## config.mk

```make
export PLATFORM = sky130hd
export DESIGN_NAME = pipe_addsub
export DESIGN_NICKNAME = d
export VERILOG_FILES = /design/src/rtl/addsub_pkg.sv /design/src/rtl/addsub_chunk.sv /design/src/rtl/pipe_addsub.sv
export SDC_FILE = /design/constraint.sdc
export NUM_CORES = 1
export LEC_CHECK = 0
export CAP_MARGIN = 40
export CORE_MARGIN = 1
export CORE_UTILIZATION = 38
export DETAILED_ROUTE_END_ITERATION = 16
export GPL_ROUTABILITY_DRIVEN = 0
export SLEW_MARGIN = 40
export SYNTH_ARGS = -nofsm -noshare
export SYNTH_HDL_FRONTEND = slang
export SYNTH_HIERARCHICAL = 1
export SYNTH_SLANG_ARGS = --single-unit
```

## constraint.sdc

```tcl
create_clock -name clk -period 3 [get_ports clk]
set_input_delay 0.45 -clock clk [delete_from_list [all_inputs] [get_ports clk]]
set_output_delay 0.45 -clock clk [all_outputs]
set_load 0.05 [all_outputs]
```

## src/rtl/addsub_pkg.sv

```systemverilog
// rtl/addsub_pkg.sv - shared types and helpers for the pipelined adder/subtractor
//
// Purpose : operation encoding and chunk-width helper used by pipe_addsub
//           and its per-stage chunk adder.
// Contents: op_e    - operation select (OP_ADD / OP_SUB)
//           chunk_w - width of one pipeline chunk for a WIDTH/STAGES pair
package addsub_pkg;

  typedef enum logic {
    OP_ADD = 1'b0,
    OP_SUB = 1'b1
  } op_e;

  // Guarded against STAGES < 1 so the divide never sees zero while the
  // top-level elaboration check reports the bad configuration.
  function automatic int chunk_w(input int width, input int stages);
    return (stages < 1) ? width : width / stages;
  endfunction

endpackage

```

## src/rtl/addsub_chunk.sv

```systemverilog
// rtl/addsub_chunk.sv - combinational CHUNK-bit adder slice with MSB carry tap
//
// Purpose : one slice of the pipelined adder; resolves a single chunk.
// Ports   : a, b      - chunk operands (b already inverted for subtract)
//           cin       - carry into the chunk LSB
//           sum       - chunk sum
//           cout      - carry out of the chunk MSB
//           c_msb_in  - carry into the chunk MSB (signed overflow detection)
module addsub_chunk
  import addsub_pkg::*;
#(
  parameter int CHUNK = 8
) (
  input  logic [CHUNK-1:0] a,
  input  logic [CHUNK-1:0] b,
  input  logic             cin,
  output logic [CHUNK-1:0] sum,
  output logic             cout,
  output logic             c_msb_in
);

  logic [CHUNK:0] full;

  assign full = {1'b0, a} + {1'b0, b} + {{CHUNK{1'b0}}, cin};
  assign sum  = full[CHUNK-1:0];
  assign cout = full[CHUNK];

  // The sum bit is a ^ b ^ carry-in at that position, so the carry into
  // the MSB falls out of the already-computed sum without a second adder.
  assign c_msb_in = a[CHUNK-1] ^ b[CHUNK-1] ^ full[CHUNK-1];

endmodule

```

## src/rtl/pipe_addsub.sv

```systemverilog
// rtl/pipe_addsub.sv - pipelined WIDTH-bit adder/subtractor with valid/ready flow control
//
// Purpose : adds or subtracts two WIDTH-bit operands, one chunk per stage,
//           at one operation per cycle with full backpressure.
// Ports   : clk, rst            - clock, synchronous active-high reset
//           in_valid/in_ready   - input handshake
//           in_a, in_b          - operands
//           in_cin              - carry-in (add) / borrow-in (sub)
//           in_sub              - 0 = add, 1 = subtract
//           out_valid/out_ready - output handshake
//           out_sum             - result, modulo 2^WIDTH
//           out_cout            - carry out of the MSB (sub: 1 = no borrow)
//           out_ovf             - signed two's-complement overflow
//
// Pipeline levels 0..STAGES. Level 0 is the input register holding the
// effective operands. Chunk k reads level k and writes level k+1, so the
// result sits in level STAGES, STAGES edges after the input was captured.
module pipe_addsub
  import addsub_pkg::*;
#(
  parameter int WIDTH  = 32,
  parameter int STAGES = 4
) (
  input  logic             clk,
  input  logic             rst,
  input  logic             in_valid,
  output logic             in_ready,
  input  logic [WIDTH-1:0] in_a,
  input  logic [WIDTH-1:0] in_b,
  input  logic             in_cin,
  input  logic             in_sub,
  output logic             out_valid,
  input  logic             out_ready,
  output logic [WIDTH-1:0] out_sum,
  output logic             out_cout,
  output logic             out_ovf
);

  localparam int CHUNK = chunk_w(WIDTH, STAGES);

  if (STAGES < 1 || (WIDTH % STAGES) != 0) begin : g_bad_config
    $error("pipe_addsub: WIDTH must be a positive multiple of STAGES");
  end

  // x_r[k]: chunks below k already hold sum bits (deskew), chunks k and
  // above still hold operand A (skew). At level STAGES it is the full sum.
  logic             vld [0:STAGES];
  logic [WIDTH-1:0] x_r [0:STAGES];
  logic [WIDTH-1:0] y_r [0:STAGES-1];
  logic             c_r [0:STAGES];
  logic             ovf_r;

  logic [CHUNK-1:0] s_w  [0:STAGES-1];
  logic             co_w [0:STAGES-1];
  logic             cm_w [0:STAGES-1];

  logic advance;

  // Whole pipe moves in lockstep; only the output slot can block it.
  assign advance   = !vld[STAGES] || out_ready;
  assign in_ready  = advance;

  assign out_valid = vld[STAGES];
  assign out_sum   = x_r[STAGES];
  assign out_cout  = c_r[STAGES];
  assign out_ovf   = ovf_r;

  for (genvar k = 0; k < STAGES; k++) begin : g_stage
    addsub_chunk #(
      .CHUNK(CHUNK)
    ) u_chunk (
      .a        (x_r[k][k*CHUNK +: CHUNK]),
      .b        (y_r[k][k*CHUNK +: CHUNK]),
      .cin      (c_r[k]),
      .sum      (s_w[k]),
      .cout     (co_w[k]),
      .c_msb_in (cm_w[k])
    );
  end

  always_ff @(posedge clk) begin
    if (rst) begin
      for (int i = 0; i <= STAGES; i++) begin
        vld[i] <= 1'b0;
      end
      // Only the output-facing data is cleared; inner data is don't-care
      // behind its valid bit and is never loaded into the output slot
      // unless it is valid.
      x_r[STAGES] <= '0;
      c_r[STAGES] <= 1'b0;
      ovf_r       <= 1'b0;
    end else if (advance) begin
      vld[0] <= in_valid;
      if (in_valid) begin
        x_r[0] <= in_a;
        // Subtract is a + ~b + !cin, so both inversions happen here once.
        y_r[0] <= (op_e'(in_sub) == OP_SUB) ? ~in_b : in_b;
        c_r[0] <= in_cin ^ in_sub;
      end

      for (int i = 0; i < STAGES; i++) begin
        vld[i+1] <= vld[i];
        // Data moves only behind a valid entry: bubbles leave the next
        // level's data untouched, so the outputs keep the last result.
        if (vld[i]) begin
          x_r[i+1]                    <= x_r[i];
          x_r[i+1][i*CHUNK +: CHUNK]  <= s_w[i];
          c_r[i+1]                    <= co_w[i];
        end
      end

      for (int i = 1; i < STAGES; i++) begin
        if (vld[i-1]) begin
          y_r[i] <= y_r[i-1];
        end
      end

      // Carry into bit WIDTH-1 vs carry out of it, both from the top chunk.
      if (vld[STAGES-1]) begin
        ovf_r <= cm_w[STAGES-1] ^ co_w[STAGES-1];
      end
    end
  end

endmodule
```

==> out/metrics.yaml <==
clkLatencyLatePin_ps: 510
dpl-instance-area_sq_um: 11000
num-nets-final: 746
portBuffers: 105
vias: 4363
tightest_slew_ps: 536
cts_buffer_depth: 3
startpoint: "y_r[3][24]$_DFFE_PP_"
cts_buffers: 25
cts_setup_buffers: 0
crit_type: "reg2reg"
regToRegSetupSlack_ps: 500
grt_usage: 0.105
tritoncts: "built"
grt_max_degree: 66
rr_endpoint: "out_ovf$_SDFFE_PP0P_"
htreeDepth: 1
grt_overflow: 0
vias_per_cell: 4.42
path_max_fanout: 3
cp_data_required_time_ps: 3400
setup_tns_ps: 0
seqCellArea_sq_um: 7530
finalHoldViolCount: 0
num_rows: 58
post-dp-hpwl_microns: 9540
max_freq_mhz: 399
drive_gt1_frac: 0.0884
leakage_nw: 4.10
cp-end-kind: "flip-flop"
first_global_vias: 4448
die_h_microns: 163
grt_pass1_wl_microns: 22000
totalWireLength_microns: 13800
cts.sinks: 251
nFillCells: 2130
post-route-period-util: 0.835
multi_input_area_sq_um: 1910
cts_resized: 0
cap_viol_max_count: 0
endpoint: "out_ovf$_SDFFE_PP0P_"
maxSlewViolCount: 0
max_slew_margin: 0.643
hold_path.class: "reg2reg"
cts-root-buf: "clkbuf_16"
setup_violations: 0
cts_hold_buffers: 0
routedWlPerCell_microns: 14.0
ant_nets: 0
route.detailed.drc: 0
antenna_cells: 0
drt_pass1_iterations: 4
fp.dieW_microns: 163
skew_ps: 16.5
powerDensity_nw_per_um2: 631
crit_arrival_ps: 2900
drt_first_iter_violations: 259
ff2ff_path_depth: 9
synth.avg_cell_area_sq_um: 18.1
rsz0062_at_grt: "false"
ir_drop_mv: 0.285
syn_inst: 542
stdcell_area_sq_um: 11800
rr_startpoint: "y_r[3][24]$_DFFE_PP_"
outcome: "complete, no violations"
antenna_found_initial: 0
finalPower_mw: 7.46
start_util: 0.388
yosysWarnings: 6
synth_nets: 648
pin_count: 106
synthToLayoutAreaGrowth_pct: 20.7
core-area_sq_um: 25300
crit_path_start_kind: "flip-flop"
dieArea_sq_um: 26400
min_period_ps: 2500
syn_area_sq_um: 9800
clkTransAtPathRegs_ps: 60
-- area by class of cell --
cell class	count	area share
clock inverters	13	0.0125
inverters	18	0.00571
flip-flops and latches	251	0.636
multi-input cells	234	0.161
clock buffers	30	0.0545
repair buffers	110	0.0950
well taps	330	0.0349
-- report_power, final --
group	internal, mW	switching (mW)
logic	0.209	0.260
clock network	1.78	1.18
registers	3.99	0.0326
-- sequential cells by signal (all words and copies together) (netlist names) --
signal   flops
c_r          5
out_ovf      1
vld          5
x_r        160
y_r         80
-- placed cells by master, fill, tap and decap left out, drive strengths merged, types with 9 or more instances in the layout --
cell type        n
edfxtp         250
a21oi           23
xnor2           11
clkbuf          30
a311o            9
and2            41
nand2           13
ha              28
xor2            40
inv             19
clkdlybuf4s50  104
-- how the worst min path moves through the flow --
stage	from	end	cells past startpoint
after detailed placement	x_r[0][75]$_DFFE_PP_	x_r[0][107]$_DFFE_PP_	0
after CTS	x_r[0][56]$_DFFE_PP_	x_r[0][88]$_DFFE_PP_	0
after global routing	y_r[2][29]$_DFFE_PP_	y_r[3][29]$_DFFE_PP_	0
after global placement	x_r[0][57]$_DFFE_PP_	x_r[0][89]$_DFFE_PP_	0
after floorplan	x_r[0][68]$_DFFE_PP_	x_r[0][100]$_DFFE_PP_	0
final	x_r[0][32]$_DFFE_PP_	x_r[0][64]$_DFFE_PP_	0
-- routing by layer --
layer / up-vias / GRT usage / wire length, microns
li1: 2194 / - / -
met1: 2028 / 0.138 / 6230
met2: 115 / 0.171 / 6450
met3: 26 / 0.0216 / 805
met4: 0 / 0.0378 / 297
met5: - / 0 / 0
-- per-stage QoR --
step	std cells	worst slack (ps)	utilization	hold WS, ps
final	986	495	0.468	415
after global routing	986	282	0.468	417
after CTS	986	460	0.468	418
after detailed placement	943	472	0.437	405
after global placement	943	640	0.437	403
after floorplan	542	62.5	-	400
-- critical path, stage by stage (launching register included) --
cell and delay, ps:
edfxtp_1 360, fa_1 230, inv_1 70, fa_1 390, and2b_1 230, nor3_1 50, o31a_2 340, o21ai_0 290
xnor2_1 150, a311oi_1 300
Power figures use the tool's default switching activity.
